File: src/rtl/tx_bit_shifter.sv
// UART TX output stage: pops one FIFO byte per frame, computes parity and
// drives the registered serial line. Data, parity and tx are triplicated and voted.

module tx_bit_shifter_tmr #(
   parameter int             W       = 1,
   parameter logic [W-1:0]   RST_VAL = '0
) (
   input  logic         clk,
   input  logic         rst,
   input  logic         en_i,
   input  logic [W-1:0] d_i,
   output logic [W-1:0] q_o
);
   logic [2:0][W-1:0] copy_q;

   // All copies are loaded together; a single upset is outvoted by the other two.
   always_ff @(posedge clk or negedge rst) begin
      if (!rst) begin
         for (int c = 0; c < 3; c++) copy_q[c] <= RST_VAL;
      end else if (en_i) begin
         for (int c = 0; c < 3; c++) copy_q[c] <= d_i;
      end
   end

   assign q_o = (copy_q[0] & copy_q[1]) | (copy_q[0] & copy_q[2]) | (copy_q[1] & copy_q[2]);
endmodule

module tx_bit_shifter #(
   parameter int DATA_WIDTH = 8
) (
   input  logic                  clk,
   input  logic                  rst,
   input  logic [4:0]            State_i,
   input  logic [3:0]            BitCounter_i,
   input  logic                  p_ParityCalTrigger_i,
   input  logic                  ParityOdd_i,
   input  logic                  MsbFirst_i,
   input  logic [DATA_WIDTH-1:0] FifoData_i,
   output logic                  p_FifoRead_o,
   output logic                  Tx_o,
   output logic                  p_ByteDone_o
);
   localparam logic [4:0] ST_INTERVAL = 5'b00001;
   localparam logic [4:0] ST_START    = 5'b00010;
   localparam logic [4:0] ST_DATA     = 5'b00100;
   localparam logic [4:0] ST_PARITY   = 5'b01000;
   localparam logic [4:0] ST_STOP     = 5'b10000;
   localparam logic [3:0] LAST_IDX    = 4'(DATA_WIDTH - 1);
   localparam logic [4:0] WIDTH_5     = 5'(DATA_WIDTH);

   logic [4:0]            prev_state_q;
   logic                  cfg_odd_q, cfg_msb_q;
   logic                  rd_q, rd_dly_q, done_q;
   logic                  start_edge, frame_end;
   logic [DATA_WIDTH-1:0] data_v, data_shift;
   logic                  parity_v, parity_d;
   logic                  tx_d;
   logic [3:0]            bit_idx;

   assign start_edge = (State_i == ST_START) && (prev_state_q != ST_START);
   assign frame_end  = (prev_state_q == ST_STOP) && (State_i == ST_INTERVAL);

   // Strobes are registered so nothing reaches the FIFO while rst is held.
   always_ff @(posedge clk or negedge rst) begin
      if (!rst) begin
         prev_state_q <= ST_INTERVAL;
         cfg_odd_q    <= 1'b0;
         cfg_msb_q    <= 1'b0;
         rd_q         <= 1'b0;
         rd_dly_q     <= 1'b0;
         done_q       <= 1'b0;
      end else begin
         prev_state_q <= State_i;
         rd_q         <= start_edge;
         rd_dly_q     <= rd_q;
         done_q       <= frame_end;
         if (start_edge) begin
            cfg_odd_q <= ParityOdd_i;
            cfg_msb_q <= MsbFirst_i;
         end
      end
   end

   // FIFO read data is valid the cycle after the pop strobe.
   tx_bit_shifter_tmr #(.W(DATA_WIDTH), .RST_VAL('0)) u_data (
      .clk  (clk),
      .rst  (rst),
      .en_i (rd_dly_q),
      .d_i  (FifoData_i),
      .q_o  (data_v)
   );

   assign parity_d = (^data_v) ^ cfg_odd_q;

   tx_bit_shifter_tmr #(.W(1), .RST_VAL(1'b0)) u_parity (
      .clk  (clk),
      .rst  (rst),
      .en_i (p_ParityCalTrigger_i),
      .d_i  (parity_d),
      .q_o  (parity_v)
   );

   assign bit_idx    = cfg_msb_q ? (LAST_IDX - BitCounter_i) : BitCounter_i;
   assign data_shift = data_v >> bit_idx;

   always_comb begin
      tx_d = 1'b1;
      case (State_i)
         ST_INTERVAL: tx_d = 1'b1;
         ST_START:    tx_d = 1'b0;
         ST_DATA:     tx_d = ({1'b0, BitCounter_i} >= WIDTH_5) ? 1'b1 : data_shift[0];
         ST_PARITY:   tx_d = parity_v;
         ST_STOP:     tx_d = 1'b1;
         default:     tx_d = 1'b1;
      endcase
   end

   tx_bit_shifter_tmr #(.W(1), .RST_VAL(1'b1)) u_tx (
      .clk  (clk),
      .rst  (rst),
      .en_i (1'b1),
      .d_i  (tx_d),
      .q_o  (Tx_o)
   );

   assign p_FifoRead_o = rd_q;
   assign p_ByteDone_o = done_q;
endmodule

File: config.mk
export PLATFORM = sky130hd
export DESIGN_NAME = tx_bit_shifter
export DESIGN_NICKNAME = d
export VERILOG_FILES = /design/src/rtl/tx_bit_shifter.sv
export SDC_FILE = /design/constraint.sdc
export NUM_CORES = 1
export LEC_CHECK = 0
export BUFFER_PORTS_ARGS = -buffer_cell sky130_fd_sc_hd__clkbuf_2
export CORE_ASPECT_RATIO = 0.6
export CORE_UTILIZATION = 39
export DETAILED_ROUTE_END_ITERATION = 7
export SLEW_MARGIN = 15
export SYNTH_ARGS = -nofsm -noshare
export SYNTH_HDL_FRONTEND = slang
export SYNTH_HIERARCHICAL = 1
export SYNTH_SLANG_ARGS = --single-unit
File: constraint.sdc
create_clock -name clk -period 4.44 [get_ports clk]
set_input_delay 0.222 -clock clk [delete_from_list [all_inputs] [get_ports clk]]
set_output_delay 0.222 -clock clk [all_outputs]
set_load 0.02 [all_outputs]
==> flow_metrics.tcl, run 1 <==
set metrics [dict create \
    outcome "finished clean" \
    top_register "u_data/copy_q" \
    cts_buffers 3 \
    p_per_area_nw_per_um2 444.3 \
    cts_htree_levels 1 \
    wl_per_cell_um 13.83 \
    die_x_um 68.06 \
    ir_worst_vdd_v 0.0001856 \
    place_congestion 0.7769 \
    fin_tns_setup_ns 0 \
    hold_slack_ns 0.08314 \
    firstDrtPassIters 4 \
    antenna_found_initial 0 \
    tightestPinTransition_ns 0.5056 \
    max_slew_margin_pct 66.29 \
    core_area_um2 2310 \
    wl_met1_um 998 \
    fin_nets 128 \
    antenna_left 0 \
    fp-row-count 13 \
    grt_pass1_wl_mm 3.132 \
    ys_types 31 \
    cts_tree "yes" \
    clkPwrFrac_pct 24.7 \
    syn_area_um2 1021 \
    dp_hpwl_mm 1.465 \
    fillCellCount 220 \
    ios 25 \
    port_buffers 24 \
    drive_gt1_share_pct 41.90 \
    initial_core_util_pct 44.20 \
    final_common_cell "clkbuf_2" \
    cts.clk_slew.worst_paths_ns 0.07 \
    drcViolationCount 0 \
    maxSlewViolCount 0 \
    drt_wl_total_mm 1.867 \
    p_sw_share_pct 27.03 \
    clk_latency_ns 0.25 \
    switchingPower_uw 146.6 \
    yosys_warnings 6 \
    drv_cap 0 \
    cts_sinks 20 \
    cts_setup_buffers 0 \
    ys_ff_latch 20 \
    top_layer_used "met4" \
    end_kind "flop" \
    wl_met3_um 121 \
    combPwrFrac_pct 29.9 \
    yosysSeqAreaShare_pct 49.26 \
    vias 679 \
    p_leak_nw 0.5757 \
    required_ns 4.64 \
    cts_root_buffer "clkbuf_8" \
    die_area_um2 2833 \
    syn_avg_cell_area_um2 13.09 \
    hold_path.class "input pin to flop" \
    final_hold_viol_count 0 \
    min_period_ns 1.679 \
    p_int_uw 395.9 \
    cts.path.max_buffers 2 \
    setup_viol 0 \
    drt-initial-drc-count 14 \
    skew_ns 0.001590 \
    cp.arrival_ns 1.88 \
    rsz0062_at_grt "no" \
    critPathLaunchType "flop" \
    syn-num-nets 100 \
    critPathKind "flop to flop" \
    post-route-period-util_pct 37.82 \
    grt_use_total_pct 15.28 \
    largest_reg_flops 8 \
    largest_registers "u_data/copy_q (8), prev_state_q (5)" \
    worstPathMaxFanout 8 \
    holdPathStages 1 \
    die_h_um 41.63 \
    timing.fmax_ghz 0.5956 \
    met2_length_um 733 \
    vias_per_cell 5.030 \
    final_cell_mix "clkbuf_2, dfrtp_1, mux2_4" \
    worst_r2r_path_depth 4 \
    grt_overflow 0 \
    antenna_cells 0 \
    seqPwrFrac_pct 45.4 \
    grt_max_degree 21 \
    grt_pass1_vias 702 \
    syn_inst 78 \
    syn_to_final_growth_pct 19.61 \
]
-- cells by family (layout without fill, tap and decap cells) --
family | Yosys count | after routing | synth area share (%)
AOI/OAI and AO/OA | 7 | 7 | 4.535
xor gates and xnor gates | 8 | 8 | 6.863
buffers and inverters | 4 | 31 | 2.941
DFF | 20 | 20 | 49.26
muxes | 17 | 17 | 23.04
other | 1 | 1 | 0.3673
and+or+nand+nor | 21 | 21 | 12.99
-- per-stage QoR --
step | power (mW) | setup WS [ns] | cell area [um^2] | utilization (%) | cells
after floorplan | 0.3729 | 2.897 | 1021 | - | 78
after CTS | 0.5526 | 2.750 | 1221 | 52.87 | 135
final | 0.5426 | 2.761 | 1221 | 52.87 | 135
after detailed placement | 0.4141 | 2.701 | 1156 | 50.05 | 130
after global placement | 0.4103 | 2.783 | 1156 | 50.05 | 130
after global routing | 0.5767 | 2.676 | 1221 | 52.87 | 135
-- power by group through the flow --
| stage | Clock, mW | Sequential [mW] | Combinational, mW |
|---|---|---|---|
| 3_3_place_gp | 0 | 0.249 | 0.161 |
| 5_1_grt | 0.144 | 0.253 | 0.179 |
| 3_5_place_dp | 0 | 0.250 | 0.164 |
| 4_1_cts | 0.140 | 0.248 | 0.165 |
| 2_1_floorplan | 0 | 0.239 | 0.134 |
| 6_report | 0.134 | 0.246 | 0.162 |
-- Yosys cell counts --
library cell,instances,area (um^2)
a311o_1,1,10.01
nand2b_1,3,18.77
nor4bb_1,1,10.01
dfstp_2,2,52.55
nor4b_1,1,8.760
or3b_2,1,8.760
a21oi_1,2,10.01
o221ai_1,1,8.760
xor2_1,2,17.52
o21ai_0,1,5.000
or3_1,2,12.51
nor2_1,3,11.26
nand2_1,1,3.750
nand4b_1,1,8.760
mux4_2,1,22.52
nor2b_1,2,12.51
conb_1,1,3.750
and3_1,1,6.260
xnor2_1,6,52.55
mux2_2,2,22.52
nor3_1,2,10.01
nand3b_1,1,7.510
inv_1,2,7.510
a31oi_1,1,6.260
mux2_4,10,150.1
buf_6,2,22.52
o22ai_1,1,6.260
dfrtp_1,18,450.4
or4_1,1,7.510
nand4_1,1,6.260
mux2i_1,4,40.04
-- cell type report --
class / instances / area, um^2 / area share [%]
flip-flops and latches: 20 / 503.0 / 41.19
multi-input cells: 54 / 488.0 / 39.96
repair buffers: 25 / 130.1 / 10.66
clock buffers: 4 / 55.05 / 4.508
well taps: 30 / 37.54 / 3.074
inverters: 2 / 7.507 / 0.6148
-- timing repair --
item / 4_1_cts / 5_1_grt
gates resized for setup: 0 / 0
endpoints found under the hold margin: 18 / 0
hold buffers: 1 / 0
-- path summary, 6_finish.rpt --
kind	start	end	slack (ns)
max	cfg_msb_q$_DFFE_PN0P_	u_tx/copy_q[1]$_DFFE_PN1P_	2.76
min	State_i[0]	prev_state_q[0]$_DFF_PN1_	0.08
max reg2reg	cfg_msb_q$_DFFE_PN0P_	u_tx/copy_q[1]$_DFFE_PN1P_	2.76
min reg2reg	p_FifoRead_o$_DFF_PN0_	rd_dly_q$_DFF_PN0_	0.38
max in group asynchronous	rst	u_tx/copy_q[1]$_DFFE_PN1P_	3.62
min in group asynchronous	rst	p_ByteDone_o$_DFF_PN0_	0.46
-- routing by layer --
metal | vias up | global-route usage, %
met1 | 320 | 21.93
met5 | - | 0
met2 | 19 | 21.18
met3 | 5 | 6.044
li1 | 335 | -
met4 | 0 | 3.750
-- critical path, cell delays in order, from the launching register on --
cell	delay (ns)
dfrtp_1	0.47
mux4_2	0.52
or3_1	0.32
a31oi_1	0.16
mux2_4	0.17
No activity file was read; power rests on OpenSTA's default activity.
==> run 2, diff against run 1 <==
clock period = 1.45 ns   (was 4.44 ns; I/O delays follow)
==> run 2 against run 1 <==
  * The flow now finishes with violations (negative setup slack)
  * Hold slack worse by 0.039 ns
  * Critical endpoint unchanged
  * Largest power group unchanged
  * Clock-buffer cell count unchanged
  * Worst setup slack got worse by 2.9 ns
  * Sequential power grew to 3.0 times the previous value
  * Power rose to 3.3 times the previous value
  * Die area is the same
  * Fmax up 6.7%
==> flow_metrics.tcl, run 2 (synthesis gave the netlist of run 1 again) <==
set metrics [dict create \
    outcome "complete, but fails checks" \
    violations "negative setup slack" \
    r2r_slack_ns -0.12 \
    hold_slack_ns 0.04382 \
    antenna_found_initial 0 \
    hold_path_end "u_data/copy_q[11]$_DFFE_PN0P_" \
    vias_per_cell 4.747 \
    holdPathStages 2 \
    die_area_um2 2833 \
    end_kind "flop" \
    fin_area_um2 1368 \
    top_register "u_data/copy_q" \
    worstPathMaxFanout 5 \
    cts_tree "yes" \
    drv_cap 0 \
    drcViolationCount 0 \
    fin_nets 143 \
    largest_reg_flops 8 \
    setup_viol 1 \
    ir_worst_vdd_v 0.0008071 \
    r2r-start "cfg_msb_q$_DFFE_PN0P_" \
    p_leak_nw 0.6556 \
    ios 25 \
    min_period_ns 1.574 \
    p_per_area_nw_per_um2 1291 \
    skew_ns 0.006540 \
    rsz0062_at_grt "yes" \
    grt_pass1_vias 666 \
    dp_slack_ns -0.1159 \
    worstHoldStart "FifoData_i[3]" \
    antenna_left 0 \
    instances_no_fill 150 \
    die_h_um 41.63 \
    maxSlewViolCount 0 \
    cts_setup_buffers 0 \
    wl_per_cell_um 12.79 \
    dpl_cell_area_um2 1231 \
    cts_buffers 3 \
    cts.path.max_buffers 2 \
    initial_core_util_pct 44.20 \
    final_cell_mix "clkbuf_2, dfrtp_1, buf_4, mux2_4, dlygate4sd3_1" \
    core_area_um2 2310 \
    dp_hpwl_mm 1.486 \
    clk_latency_ns 0.25 \
    vias 712 \
    antenna_cells 0 \
    final_hold_viol_count 0 \
    largest_registers "u_data/copy_q (8), prev_state_q (5)" \
    post-route-period-util_pct 108.6 \
    grt_pass1_wl_mm 3.084 \
    hold_path.class "input pin to flop" \
    required_ns 1.65 \
    worst_r2r_path_depth 4 \
    cts_htree_levels 1 \
    grt_overflow 0 \
    grt_use_total_pct 15.45 \
    worst_slack_ns -0.1241 \
    syn_to_final_growth_pct 33.95 \
    critPathLaunchType "flop" \
    cts_root_buffer "clkbuf_8" \
    critPathKind "flop to flop" \
    grt_max_degree 21 \
    port_buffers 24 \
    cts_sinks 20 \
    placed_cells 140 \
    drive_gt1_share_pct 48.33 \
    die_x_um 68.06 \
    place_congestion 0.8262 \
    final_common_cell "clkbuf_2" \
    drt-initial-drc-count 12 \
    firstDrtPassIters 4 \
    cts.clk_slew.worst_paths_ns 0.07 \
    cp.arrival_ns 1.77 \
    timing.fmax_ghz 0.6353 \
    fp-row-count 13 \
    rr_endpoint "u_tx/copy_q[1]$_DFFE_PN1P_" \
    drt_wl_total_mm 1.919 \
]
-- run 2: final cells by class --
type | count | area, um^2
repair buffers | 40 | 255.2
clock buffers | 4 | 55.05
flip-flops and latches | 20 | 504.2
fillers | 197 | 942.2
multi-input cells | 54 | 508.0
inverters | 2 | 7.507
well taps | 30 | 37.54
-- run 2: worst max-delay path, stage by stage, from the launching register on --
cell	delay, ns
dfrtp_1	0.41
mux4_2	0.50
or3_1	0.31
a31oi_1	0.13
mux2_4	0.16
-- run 2: per-stage QoR --
stage	setup TNS [ns]	utilization, %	power, mW
finish	-0.1241	59.21	1.765
global placement	-0.08963	53.30	1.327
floorplan	-0.09308	-	1.142
detailed placement	-0.1159	53.30	1.332
CTS	-0.1366	58.29	1.760
global route	-0.2670	59.21	1.870
-- run 2: routing by layer --
| metal | wire length, um | global-route usage [%] | vias up |
|---|---|---|---|
| met2 | 797 | 22.55 | 19 |
| met4 | 10 | 3.750 | 0 |
| met3 | 115 | 6.593 | 2 |
| li1 | - | - | 365 |
| met5 | 0 | 0 | - |
| met1 | 995 | 20.90 | 326 |
-- run 2: worst max-delay path by stage --
stage	startpoint	endpoint	slack, ns	cells past startpoint
2_1_floorplan	cfg_msb_q$_DFFE_PN0P_	u_tx/copy_q[1]$_DFFE_PN1P_	-0.09	4
3_3_place_gp	cfg_msb_q$_DFFE_PN0P_	u_tx/copy_q[1]$_DFFE_PN1P_	-0.09	4
3_5_place_dp	cfg_msb_q$_DFFE_PN0P_	u_tx/copy_q[1]$_DFFE_PN1P_	-0.12	4
4_1_cts	cfg_msb_q$_DFFE_PN0P_	u_tx/copy_q[1]$_DFFE_PN1P_	-0.14	4
5_1_grt	cfg_msb_q$_DFFE_PN0P_	u_tx/copy_q[1]$_DFFE_PN1P_	-0.21	4
6_report	cfg_msb_q$_DFFE_PN0P_	u_tx/copy_q[1]$_DFFE_PN1P_	-0.12	4
-- run 2: timing repair --
item | CTS | global route
endpoints found under the setup margin | 1 | 4
gates resized for setup | 0 | 4
hold buffers | 6 | 0
hold endpoints to repair | 23 | 0
pin swaps | 0 | 2
-- run 2: power by group --
group | total [mW] | switching (mW) | internal, mW
Sequential | 0.739 | 0.0857 | 0.653
Combinational | 0.617 | 0.218 | 0.399
Clock | 0.409 | 0.168 | 0.241
Total | 1.77 | 0.472 | 1.29
==> run 3, diff against run 2 <==
RECOVER_POWER = 100   (was default)
==> run 3 against run 2 <==
  * The flow still finishes with violations (negative setup slack)
  * Clock skew is essentially flat
  * Combinational power shrank 5.3%
  * Power shrank 1.9%
  * Sequential share of layout area grew 1.0 points
  * Worst setup slack is essentially flat
  * Global-route usage is the same
  * Core utilization shrank 1.6 points
  * Routed wire length grew 0.73%
  * Sequential power is essentially flat
==> flow_metrics.tcl, run 3 (synthesis gave the netlist of run 1 again) <==
set metrics [dict create \
    outcome "complete, but fails checks" \
    violations "negative setup slack" \
    wl_per_cell_um 12.89 \
    final_common_cell "dfrtp_1" \
    clk_latency_ns 0.25 \
    firstDrtPassIters 4 \
    cts.clk_slew.worst_paths_ns 0.07 \
    fp-row-count 13 \
    antenna_left 0 \
    drt_wl_total_mm 1.933 \
    crit_chain "mux4_2 -> or3_1 -> a31oi_1 -> mux2_4" \
    p_per_area_nw_per_um2 1302 \
    required_ns 1.65 \
    hold_path.class "input pin to flop" \
    drcViolationCount 0 \
    timing.fmax_ghz 0.6354 \
    place_congestion 0.8262 \
    cts_buffers 3 \
    skew_ns 0.006829 \
    cts_sinks 20 \
    top_register "u_data/copy_q" \
    dp_hpwl_mm 1.486 \
    grt_pass1_vias 666 \
    vias 712 \
    seqPwrFrac_pct 42.6 \
    syn_to_final_growth_pct 30.27 \
    cts_htree_levels 1 \
    max_slew_margin_pct 27.53 \
    cts_tree "yes" \
    largest_registers "u_data/copy_q (8), prev_state_q (5)" \
    grt_overflow 0 \
    switchingPower_uw 471.0 \
    cp.arrival_ns 1.77 \
    clkPwrFrac_pct 23.6 \
    tightestPinTransition_ns 1.087 \
    vias_per_cell 4.747 \
    ios 25 \
    fillCellCount 213 \
    setup_viol 2 \
    startpoint "cfg_msb_q$_DFFE_PN0P_" \
    rr_endpoint "u_tx/copy_q[1]$_DFFE_PN1P_" \
    path_depth 4 \
    cp.buffers_inverters 0 \
    die_h_um 41.63 \
    cts_root_buffer "clkbuf_8" \
    p_leak_nw 0.6110 \
    fin_tns_setup_ns -0.1254 \
    post-route-period-util_pct 108.5 \
    die_area_um2 2833 \
    slowest_delay_ns 0.50 \
    maxSlewViolCount 0 \
    drt-initial-drc-count 10 \
    ir_worst_vdd_v 0.0007907 \
    dpl_cell_area_um2 1231 \
    r2r-start "cfg_msb_q$_DFFE_PN0P_" \
    drv_cap 0 \
    p_int_mw 1.260 \
    crit_slowest_cell "mux4_2" \
    cp_top_family "multiplexers" \
    fin_nets 143 \
    critPathKind "flop to flop" \
    initial_core_util_pct 44.20 \
    worst_slack_ns -0.1238 \
    fin_util_pct 57.58 \
    rsz0062_at_grt "yes" \
    antenna_found_initial 0 \
    final_hold_viol_count 0 \
    critPathLaunchType "flop" \
    p_sw_share_pct 27.21 \
    worstPathMaxFanout 5 \
    antenna_cells 0 \
    holdPathStages 2 \
    r2r_slack_ns -0.12 \
    end_kind "flop" \
    worst_r2r_path_depth 4 \
    grt_max_degree 21 \
    port_buffers 24 \
    cp-endpoint "u_tx/copy_q[1]$_DFFE_PN1P_" \
    die_x_um 68.06 \
    drive_gt1_share_pct 35.00 \
    grt_use_total_pct 15.45 \
    min_period_ns 1.574 \
    core_area_um2 2310 \
    largest_reg_flops 8 \
    cts.path.max_buffers 2 \
    grt_pass1_wl_mm 3.084 \
    final_cell_mix "dfrtp_1, clkbuf_2, clkbuf_1" \
    fin_area_um2 1330 \
    combPwrFrac_pct 33.8 \
]
-- run 3: cell types whose count changed in the layout (fill, tap and decap cells not counted), sizes merged --
cell,before,now
clkbuf,28,29
buf,10,9
-- run 3: area by class of cell --
| class | count | area, um^2 | share of cell area, % |
|---|---|---|---|
| Clock buffer | 4 | 55.05 | 4.139 |
| Multi-Input combinational cell | 54 | 485.5 | 36.50 |
| Tap cell | 30 | 37.54 | 2.822 |
| Timing Repair Buffer | 40 | 240.2 | 18.06 |
| Inverter | 2 | 7.507 | 0.5644 |
| Sequential cell | 20 | 504.2 | 37.91 |
-- run 3: metal layers --
metal	vias to the layer above	GRT usage [%]	share of wire, %
met3	2	6.593	6.1
li1	363	-	-
met4	0	3.750	0.52
met1	328	20.90	52
met2	19	22.55	42
met5	-	0	0
-- run 3: how the worst min path moves through the flow --
stage,from,slack [ns],endpoint
detailed placement,rst,0.06,p_ByteDone_o$_DFF_PN0_
floorplan,rst,-0.22,cfg_msb_q$_DFFE_PN0P_
global placement,rst,0.05,p_ByteDone_o$_DFF_PN0_
finish,FifoData_i[7],0.03,u_data/copy_q[15]$_DFFE_PN0P_
global route,FifoData_i[7],0.02,u_data/copy_q[15]$_DFFE_PN0P_
CTS,FifoData_i[3],0.04,u_data/copy_q[11]$_DFFE_PN0P_
-- run 3: what timing repair did --
| action | 4_1_cts | 5_1_grt |
|---|---|---|
| setup buffers | 0 | 0 |
| hold buffers | 6 | 0 |
| pin swaps | 0 | 2 |
| setup endpoints to repair | 1 | 4 |
| hold endpoints to repair | 23 | 0 |
| gates resized for setup | 0 | 4 |
-- run 3: power by group through the flow --
stage	Clock (mW)	Combinational [mW]	Sequential, mW
after detailed placement	0	0.591	0.741
after global routing	0.451	0.632	0.753
after CTS	0.423	0.606	0.731
after floorplan	0	0.409	0.733
final	0.409	0.584	0.738
after global placement	0	0.588	0.739
-- run 3: through the flow --
| stage | std cells | hold WS [ns] | worst slack [ns] | power [mW] |
|---|---|---|---|---|
| floorplan | 78 | -0.2231 | -0.09308 | 1.142 |
| global placement | 140 | 0.05284 | -0.08963 | 1.327 |
| detailed placement | 140 | 0.06176 | -0.1159 | 1.332 |
| CTS | 150 | 0.03950 | -0.1366 | 1.760 |
| global route | 150 | 0.02064 | -0.2129 | 1.836 |
| finish | 150 | 0.02964 | -0.1238 | 1.731 |
-- run 3: worst reg2reg max path, delay by kind of cell (launching register included) --
kind             cells  cell delay [ns]
AO/OA/AOI/OAI        1             0.13
AND/OR/NAND/NOR      1             0.31
multiplexers         2             0.66
flip-flops           1             0.41
